<file path="src/rtl/uart_rx.sv">
// 8N1 serial receiver: synchronizes rx, recovers LSB-first bytes, strobes data_valid / frame_err.
// Define UART_RX_PARITY_EN to receive 8E1/8O1 frames and add the parity_err strobe.
module uart_rx #(
    parameter int DIVISOR    = 286,
    parameter bit PARITY_ODD = 1'b0
) (
    input  logic       clk,
    input  logic       rst,
    input  logic       rx,
    output logic [7:0] data,
    output logic       data_valid,
    output logic       frame_err,
`ifdef UART_RX_PARITY_EN
    output logic       parity_err,
`endif
    output logic       busy
);

    localparam logic [8:0] DIV  = 9'(DIVISOR);
    localparam logic [8:0] HALF = 9'(DIVISOR / 2);

    typedef enum logic [2:0] {
        IDLE,
        START,
        DATA,
`ifdef UART_RX_PARITY_EN
        PARITY,
`endif
        STOP
    } state_t;

    state_t      state, state_next;
    logic [8:0]  cnt, cnt_next;
    logic [2:0]  idx, idx_next;
    logic [7:0]  shift, shift_next;
    logic [7:0]  data_next;
    logic        dv_next, fe_next;
    logic        rx_p0, rx_p1, rx_p2;

`ifdef UART_RX_PARITY_EN
    logic        par_bit, par_next, pe_next;

    function automatic logic parity_bad(input logic [7:0] b, input logic p);
        return ((^b) ^ p) != PARITY_ODD;
    endfunction
`endif

    assign busy = (state != IDLE);

    // Stage p0/p1: metastability synchronizer; p2: edge-detect history.
    always_ff @(posedge clk or posedge rst) begin
        if (rst) begin
            rx_p0 <= 1'b1;
            rx_p1 <= 1'b1;
            rx_p2 <= 1'b1;
        end else begin
            rx_p0 <= rx;
            rx_p1 <= rx_p0;
            rx_p2 <= rx_p1;
        end
    end

    always_ff @(posedge clk or posedge rst) begin
        if (rst) begin
            state      <= IDLE;
            cnt        <= '0;
            idx        <= '0;
            data       <= 8'h00;
            data_valid <= 1'b0;
            frame_err  <= 1'b0;
`ifdef UART_RX_PARITY_EN
            parity_err <= 1'b0;
`endif
        end else begin
            state      <= state_next;
            cnt        <= cnt_next;
            idx        <= idx_next;
            data       <= data_next;
            data_valid <= dv_next;
            frame_err  <= fe_next;
`ifdef UART_RX_PARITY_EN
            parity_err <= pe_next;
`endif
        end
    end

    // Assembly registers carry no control meaning, so they are left unreset.
    always_ff @(posedge clk) begin
        shift <= shift_next;
`ifdef UART_RX_PARITY_EN
        par_bit <= par_next;
`endif
    end

    always_comb begin
        state_next = state;
        cnt_next   = (state == IDLE) ? 9'd0 : cnt + 9'd1;
        idx_next   = idx;
        shift_next = shift;
        data_next  = data;
        dv_next    = 1'b0;
        fe_next    = 1'b0;
`ifdef UART_RX_PARITY_EN
        par_next   = par_bit;
        pe_next    = 1'b0;
`endif
        case (state)
            IDLE: begin
                // Only a genuine high-to-low transition starts a frame, so a stuck-low line is ignored.
                if (rx_p2 && !rx_p1) begin
                    state_next = START;
                    cnt_next   = 9'd0;
                end
            end
            START: begin
                if (cnt == HALF) begin
                    cnt_next = 9'd0;
                    if (!rx_p1) begin
                        state_next = DATA;
                        idx_next   = 3'd0;
                    end else begin
                        state_next = IDLE;
                    end
                end
            end
            DATA: begin
                if (cnt == DIV) begin
                    cnt_next        = 9'd0;
                    shift_next[idx] = rx_p1;
                    idx_next        = idx + 3'd1;
                    if (idx == 3'd7) begin
`ifdef UART_RX_PARITY_EN
                        state_next = PARITY;
`else
                        state_next = STOP;
`endif
                    end
                end
            end
`ifdef UART_RX_PARITY_EN
            PARITY: begin
                if (cnt == DIV) begin
                    cnt_next   = 9'd0;
                    par_next   = rx_p1;
                    state_next = STOP;
                end
            end
`endif
            STOP: begin
                // Leaving mid stop bit leaves half a bit to catch a back-to-back start edge.
                if (cnt == DIV) begin
                    cnt_next   = 9'd0;
                    data_next  = shift;
                    dv_next    = rx_p1;
                    fe_next    = !rx_p1;
`ifdef UART_RX_PARITY_EN
                    pe_next    = parity_bad(shift, par_bit);
`endif
                    state_next = IDLE;
                end
            end
            default: state_next = IDLE;
        endcase
    end

endmodule

</file>
<file path="config.mk">
export PLATFORM = sky130hd
export DESIGN_NAME = uart_rx
export DESIGN_NICKNAME = d
export VERILOG_FILES = /design/src/rtl/uart_rx.sv
export SDC_FILE = /design/constraint.sdc
export NUM_CORES = 1
export LEC_CHECK = 0
export BUFFER_PORTS_ARGS = -buffer_cell sky130_fd_sc_hd__buf_2
export CAP_MARGIN = 20
export CELL_PAD_IN_SITES_DETAIL_PLACEMENT = 2
export CELL_PAD_IN_SITES_GLOBAL_PLACEMENT = 2
export CORE_AREA = 2 2 71 73
export CTS_CLUSTER_DIAMETER = 30
export DETAILED_ROUTE_END_ITERATION = 6
export DIE_AREA = 0 0 73 75
export PLACE_DENSITY_LB_ADDON = 0.1
export SLEW_MARGIN = 20
export SYNTH_ARGS = -nofsm -noshare
export SYNTH_HDL_FRONTEND = slang
export SYNTH_SLANG_ARGS = --single-unit
</file>
<file path="constraint.sdc">
create_clock -name clk -period 1.7 [get_ports clk]
set_input_delay 0.34 -clock clk [delete_from_list [all_inputs] [get_ports clk]]
set_output_delay 0.34 -clock clk [all_outputs]
set_load 0.02 [all_outputs]
</file>
==> metrics.sh, run 1 <==
STATUS='complete, but fails checks'
FAILED_CHECKS='negative setup slack'
POST_DP_HPWL_MM=2.90
CTS.SINK_COUNT=35
CP-END-KIND='flop'
FIN_SKEW_PS=7.06
GLOBAL_ROUTE_WIRE_LENGTH_BEFORE_REPAIR_MM=6.59
MAPPEDNETLISTNETS=135
DIE_AREA_UM2=5480
FINALHOLDVIOLATIONS=0
SYNTH_AREA_UM2=1600
ANTENNA_FOUND_INITIAL=0
CTS.CLK_SLEW.WORST_PATHS_PS=80
SEQ_POWER_SHARE_PCT=47.4
GRT_SETUP_UNREPAIRED='true'
SYNTHTOPCELLSBYAREA='sky130_fd_sc_hd__dfrtp_1 37%, sky130_fd_sc_hd__edfxtp_1 15%, sky130_fd_sc_hd__mux2_2 5.6%'
INITIAL_CELL_DENSITY_OF_THE_CORE_PCT=34.4
SYNTH_TOP_AREA_CELL='sky130_fd_sc_hd__dfrtp_1'
CRITICAL_PATH.STARTPOINT_TYPE='flop'
INTPOWER_uW=1610
FLOW.AREA_GROWTH_FROM_SYNTHESIS_PCT=25.8
LAYOUT-DRIVE-GT1-SHARE_PCT=41.6
DOMINANTREGCELLSYNTH='sky130_fd_sc_hd__dfrtp_1'
CRIT_TYPE='reg -> reg'
DIE-WIDTH_UM=73
STARTPOINT='cnt[1]$_DFF_PP0_'
NUMPORTBUFFERS=13
DPL_WORST_SLACK_PS=-21.9
TIMING_MAX_TRANSITION_VIOLATIONS_FINAL=0
ROUTED_VIA_DENSITY=5.31
POWER_DENSITY_nW_PER_UM2=1130
FINALNETCOUNT=167
WORST_HOLD_SLACK_PS=100
TIMING.CRITICAL_PATH.ARRIVAL_PS=1860
FIRSTDRTPASSITERS=4
R2R-END='state[0]$_DFFE_PP0P_'
HEIGHT_OF_THE_DIE_UM=75
SYNTH.LIB_CELLS_USED.DISTINCT=41
CTS_HOLD_BUF=0
MAX_CAP_VIOLATIONS=0
SHARE_CLK_OF_TOTAL_POWER_PCT=32.8
CTS-BUFFERS-INSERTED=5
NET_SW_SHARE_PCT=29.6
DRC=0
NUMBER_OF_ENABLE_TYPE_REGISTER_CELLS_IN_THE_SYNTHESIZED_NETLIST=8
WORST_SKEW_LATE_LATENCY_PS=290
POST_SYNTH.CELL_AREA_AVG_UM2=12.5
REG2REG_FROM='cnt[1]$_DFF_PP0_'
FINALSETUPTNS_PS=-4.93
ANTENNA-DIODE-COUNT=0
TIMING.CRITICAL_PATH.FANOUT_MAX=3
MAX_SLEW.WORST_PIN.SLEW_PS=568
LAYOUTNONFILLERINSTCOUNT=215
MIN-DELAY-PATH-CLASS='in -> async'
CP.REQUIRED_PS=1860
TRACK_USAGE_PCT=16.4
FINALCRITPERIODSHARE_PCT=100
PWR-SHARE-COMB_PCT=19.8
MAX_CLOCK_FREQ_MHz=587
POWER.NET_SWITCHING_uW=678
ANTENNA_LEFT=0
VDD_DROP_MAX_mV=0.505
SETUP_VIOL=1
DRT_ITER0_DRC=49
SYNTH-WARNING-COUNT=0
SETUP_WS_PS=-4.93
CORE_REGION_AREA_UM2=4660
VIAS=1141
HTREE_LEVELS=2
SYNTH.FF_LATCH_COUNT=35
NETLIST_INSTANCES=128
CTS-ROOT-BUF='sky130_fd_sc_hd__clkbuf_8'
GRT_START_MAX_NET_PINS=15
ROUTED_WIRE_LENGTH_PER_INSTANCE_UM=18.9
PERIOD_MINUS_SLACK_PS=1700
POSTROUTEWIRELENGTH_MM=4.05
YS_TOP_CELLS_BY_COUNT='24 x sky130_fd_sc_hd__dfrtp_1, 8 x sky130_fd_sc_hd__edfxtp_1, 8 x sky130_fd_sc_hd__mux2_2'
SYNTH_TOP_AREA_SHARE_PCT=37.4
GRT_PASS1_VIAS=1231
FINAL_TOTAL_POWER_uW=2290
SYNTHMOSTINSTANTIATEDCELL='sky130_fd_sc_hd__dfrtp_1'
P_LEAK_uW=0.000886
GP_CONGESTION=0.709
CTS_TREE='built'
TIMING.SLEW.HEADROOM_PCT=62.1
REG2REG_DEPTH=4
REGTOREGSETUPSLACK_PS=-5
SYNTH-SEQ-AREA-SHARE_PCT=57.3
CLOCK_PATH_BUFFERS=2
ROWS=25
ASYNC_RESET_FF_SHARE_PCT=77.1
PLACE_INST=203
GR-TOTAL-OVERFLOW=0
IO-PIN-COUNT=14
-- registers in the layout, summed over array words and instances, names as in the netlist --
name	cells
cnt	9
data	8
shift	8
idx	3
state	2
data_valid	1
frame_err	1
rx_p0	1
rx_p1	1
rx_p2	1
-- per-stage QoR --
step | cell area [um2] | utilization, %
floorplan | 1600 | -
global placement | 1830 | 39.2
detailed placement | 1830 | 39.2
CTS | 1940 | 41.6
global route | 2020 | 43.3
finish | 2020 | 43.3
-- timing repair --
action                                  CTS  global route
endpoints found under the setup margin   10            28
setup buffers                             0             3
gates resized for setup                   0            13
cloned                                    0             1
endpoints found under the hold margin     0             0
pin swaps                                 2             5
-- per-layer routing --
metal  wire (um)  track usage, %
met2        2030            27.1
met5           0               0
met1        1890            21.9
met3         114            3.61
met4          19            4.32
-- cells by family after synthesis --
kind of cell    synth area share (%)
compound gates                  8.11
xor+xnor                        1.64
fa+ha+maj                       3.12
buf+inv                         3.20
flops                           57.3
mux                             7.02
simple gates                    19.6
-- worst max-delay path, stage by stage (launching register included) --
cell and delay, ps:
sky130_fd_sc_hd__dfrtp_1 390, sky130_fd_sc_hd__ha_1 240, sky130_fd_sc_hd__nand4bb_2 140, sky130_fd_sc_hd__or2_2 320, sky130_fd_sc_hd__mux4_2 490
-- worst max path at each step --
stage,to,slack (ps),depth (start not counted)
after detailed placement,data[4]$_DFFE_PP0P_,-20,6
after CTS,shift[4]$_DFFE_PP_,5,5
after floorplan,state[0]$_DFFE_PP0P_,50,4
final,state[0]$_DFFE_PP0P_,-5,4
after global routing,state[0]$_DFFE_PP0P_,-90,5
after global placement,shift[0]$_DFFE_PP_,40,5
-- cells in the final DEF, fill, tap and decap left out, drive strengths merged, types with 2 or more instances in the layout --
master,synthesis,layout
nand3,5,5
dfstp,3,3
nor2,7,7
or3,4,4
a21oi,4,4
nand4bb,3,3
nand2b,2,2
o31ai,3,3
xor2,2,2
nand2,5,5
buf,4,30
edfxtp,8,8
inv,5,5
mux2,8,8
nor3,5,5
ha,4,4
nor2b,2,2
a22oi,4,4
dfrtp,24,24
clkinv,0,2
nand4,5,5
clkbuf,1,5
o21ai,7,7
-- power by group through the flow --
stage               clock (uW)  combinational [uW]  sequential (uW)
finish                     751                 453             1080
detailed placement           0                 416             1090
CTS                        783                 421             1070
global route               809                 501             1100
global placement             0                 398             1080
floorplan                    0                 332             1020
-- layout make-up --
type	count	area, um2
fillers	481	2640
flip-flops and latches	35	920
multi-input cells	83	678
repair buffers	30	221
clock buffers	5	68.8
well taps	54	67.6
clock inverters	3	43.8
inverters	5	18.8
Power figures use the tool's default switching activity.
==> run 2, diff against run 1 <==
- ABC_AREA: default -> 1
- CORE_AREA: 2 2 71 73 -> 2 2 72 74
- DIE_AREA: 0 0 73 75 -> 0 0 74 76
==> metrics.sh, run 2 <==
LAYOUT-DRIVE-GT1-SHARE_PCT=21.1
CRITICAL_PATH.STARTPOINT_TYPE='flop'
MAPPEDNETLISTNETS=173
CP-END-KIND='flop'
VDD_DROP_MAX_mV=0.550
DIE-WIDTH_UM=74
NETLIST_INSTANCES=166
TIMING.CRITICAL_PATH.FANOUT_MAX=12
CORE_REGION_AREA_UM2=4910
POST_SYNTH_MUX_AREA_SHARE_PCT=0
ASYNC_RESET_FF_SHARE_PCT=77.1
GRT_SETUP_UNREPAIRED='true'
IO-PIN-COUNT=14
NUMBER_OF_ENABLE_TYPE_REGISTER_CELLS_IN_THE_SYNTHESIZED_NETLIST=8
DOMINANTREGCELLSYNTH='sky130_fd_sc_hd__dfrtp_1'
MAX_CAP_VIOLATIONS=0
DRC=0
MIN-DELAY-PATH-CLASS='in -> async'
MOSTFREQUENTLAYOUTCELL='sky130_fd_sc_hd__nand2_1'
LARGEST_REGISTER_FF_COUNT=9
DIE_AREA_UM2=5620
SYNTH_TOP_FAMILY_BY_AREA='simple AND/OR/NAND/NOR gates'
SYNTHMOSTINSTANTIATEDCELL='sky130_fd_sc_hd__nand2_1'
CTS_TREE='built'
MAX_CLOCK_FREQ_MHz=615
POST_DP_HPWL_MM=2.71
FINALCRITPERIODSHARE_PCT=95.7
FIN_SKEW_PS=12.3
P_LEAK_uW=0.000876
REGTOREGSETUPSLACK_PS=70
CTS-BUFFERS-INSERTED=5
CRIT_TYPE='reg -> reg'
WORSTSETUPENDPOINT='shift[4]$_DFFE_PP_'
ROUTED_WIRE_LENGTH_PER_INSTANCE_UM=13.8
SYNTH.FF_LATCH_COUNT=35
FINALSETUPTNS_PS=0
SYNTH_AREA_UM2=1570
PLACE_INST=252
CP.REQUIRED_PS=1690
POSTROUTEWIRELENGTH_MM=3.59
WORST_SKEW_LATE_LATENCY_PS=290
SYNTH_SIMPLE_GATE_AREA_SHARE_PCT=25.5
GR-TOTAL-OVERFLOW=0
REG2REG_DEPTH=8
LAYOUTNONFILLERINSTCOUNT=260
FINALNETCOUNT=196
BIGGEST_REGISTER='cnt'
POST_SYNTH.CELL_AREA_AVG_UM2=9.44
SYNTHTOPCELLSBYAREA='sky130_fd_sc_hd__dfrtp_1 38%, sky130_fd_sc_hd__edfxtp_1 15%, sky130_fd_sc_hd__nand2_1 11%'
SETUP_WS_PS=73.5
GLOBAL_ROUTE_WIRE_LENGTH_BEFORE_REPAIR_MM=6.13
GRT_START_MAX_NET_PINS=28
GP_CONGESTION=0.735
FINAL_TOTAL_POWER_uW=2140
SYNTHADDERAREAFRAC_PCT=3.19
VIAS=1132
STARTPOINT='cnt[0]$_DFF_PP0_'
LAYOUT_TOP_REGISTERS='cnt (9), data (8), shift (8)'
NUMPORTBUFFERS=13
SYNTH-SEQ-AREA-SHARE_PCT=58.7
HEIGHT_OF_THE_DIE_UM=76
HTREE_LEVELS=2
MAX_SLEW.WORST_PIN.SLEW_PS=361
SYNTH_COMPOUND_AREA_SHARE_PCT=2.87
R2R-END='shift[4]$_DFFE_PP_'
CTS.CLK_SLEW.WORST_PATHS_PS=80
TIMING.CRITICAL_PATH.ARRIVAL_PS=1620
FINALHOLDVIOLATIONS=0
GRT_PASS1_VIAS=1251
DPL_WORST_SLACK_PS=3.47
DRT_ITER0_DRC=38
ANTENNA-DIODE-COUNT=0
COMMONEST_CELLS_AFTER_ROUTING_FILL_AND_TAPS_ASIDE='45 x sky130_fd_sc_hd__nand2_1, 24 x sky130_fd_sc_hd__dfrtp_1, 19 x sky130_fd_sc_hd__nor2_1'
SYNTH_TOP_AREA_CELL='sky130_fd_sc_hd__dfrtp_1'
TIMING_MAX_TRANSITION_VIOLATIONS_FINAL=0
ROUTED_VIA_DENSITY=4.35
ROWS=26
TIMING.SLEW.HEADROOM_PCT=76.0
YS_TOP_CELLS_BY_COUNT='45 x sky130_fd_sc_hd__nand2_1, 24 x sky130_fd_sc_hd__dfrtp_1, 19 x sky130_fd_sc_hd__inv_1, 19 x sky130_fd_sc_hd__nor2_1, 11 x sky130_fd_sc_hd__nand3_1'
INITIAL_CELL_DENSITY_OF_THE_CORE_PCT=31.9
SYNTH.LIB_CELLS_USED.DISTINCT=21
SETUP_VIOL=0
CTS.SINK_COUNT=35
SYNTHXORXNORAREAFRAC_PCT=3.35
NUMBER_OF_FILL_CELLS_IN_THE_LAYOUT=553
CLOCK_PATH_BUFFERS=2
FIRSTDRTPASSITERS=3
ANTENNA_FOUND_INITIAL=0
SYNTH_TOP_AREA_SHARE_PCT=38.3
POWER_DENSITY_nW_PER_UM2=1170
FLOW.AREA_GROWTH_FROM_SYNTHESIS_PCT=16.8
ANTENNA_LEFT=0
REG2REG_FROM='cnt[0]$_DFF_PP0_'
STATUS='finished, final reports clean'
SYNTH-WARNING-COUNT=0
PERIOD_MINUS_SLACK_PS=1630
FINAL_UTIL_PCT=37.3
TRACK_USAGE_PCT=14.4
CTS-ROOT-BUF='sky130_fd_sc_hd__clkbuf_8'
==> run 2: what timing repair did <==
action / 4_1_cts / 5_1_grt
gates cloned: 0 / 0
gates resized for setup: 1 / 3
buffers inserted: 0 / 0
hold buffers: 0 / 0
endpoints found under the setup margin: 1 / 15
==> run 2: cell type report <==
cell class	instances	area, um2	share of cell area [%]
clock inverters	3	20.0	1.09
clock buffers	5	68.8	3.76
well taps	70	87.6	4.78
repair buffers	17	95.1	5.19
inverters	21	83.8	4.58
flip-flops and latches	35	920	50.2
multi-input cells	109	557	30.4
==> run 2: worst min-delay path by stage <==
stage               startpoint                  end  slack [ps]  cells after the start
2_1_floorplan               rx      rx_p0$_DFF_PP1_         340                      0
3_3_place_gp   rx_p0$_DFF_PP1_      rx_p1$_DFF_PP1_         350                      0
3_5_place_dp   rx_p0$_DFF_PP1_      rx_p1$_DFF_PP1_         350                      0
4_1_cts                    rst     cnt[6]$_DFF_PP0_         120                      3
5_1_grt                    rst   idx[2]$_DFFE_PP0P_         140                      3
6_report                   rst  data[5]$_DFFE_PP0P_         100                      3
==> run 2: kinds of logic after synthesis <==
kind of cell / count (synthesis)
buffers and inverters: 22
and+or+nand+nor: 91
DFF: 35
xor gates and xnor gates: 6
AOI/OAI and AO/OA: 8
adders and majority gates: 4
==> run 2: power breakdown <==
part           total, uW  switching, uW  internal, uW
sequential          1020           86.0           937
combinational        517            358           159
clock                600            315           285
==> run 2: worst max-delay path: stages, from the launching register on <==
cell,delay [ps]
sky130_fd_sc_hd__dfrtp_1,420
sky130_fd_sc_hd__inv_1,80
sky130_fd_sc_hd__ha_1,140
sky130_fd_sc_hd__nand2_1,50
sky130_fd_sc_hd__nor2_1,130
sky130_fd_sc_hd__nand2_2,110
sky130_fd_sc_hd__inv_6,130
sky130_fd_sc_hd__nand2_2,90
sky130_fd_sc_hd__nor3_1,180
==> run 2: metal layers <==
metal | part of all wire (%) | vias to the layer above | global-route usage (%)
li1 | - | 566 | -
met1 | 46 | 553 | 19.1
met2 | 50 | 9 | 22.5
met3 | 2.3 | 4 | 3.57
met4 | 1.3 | 0 | 5.45
met5 | 0 | - | 0
==> run 2: through the flow <==
stage | hold slack [ps] | instance area [um2]
floorplan | 344 | 1570
global placement | 345 | 1730
detailed placement | 352 | 1730
CTS | 118 | 1820
global route | 137 | 1830
finish | 105 | 1830
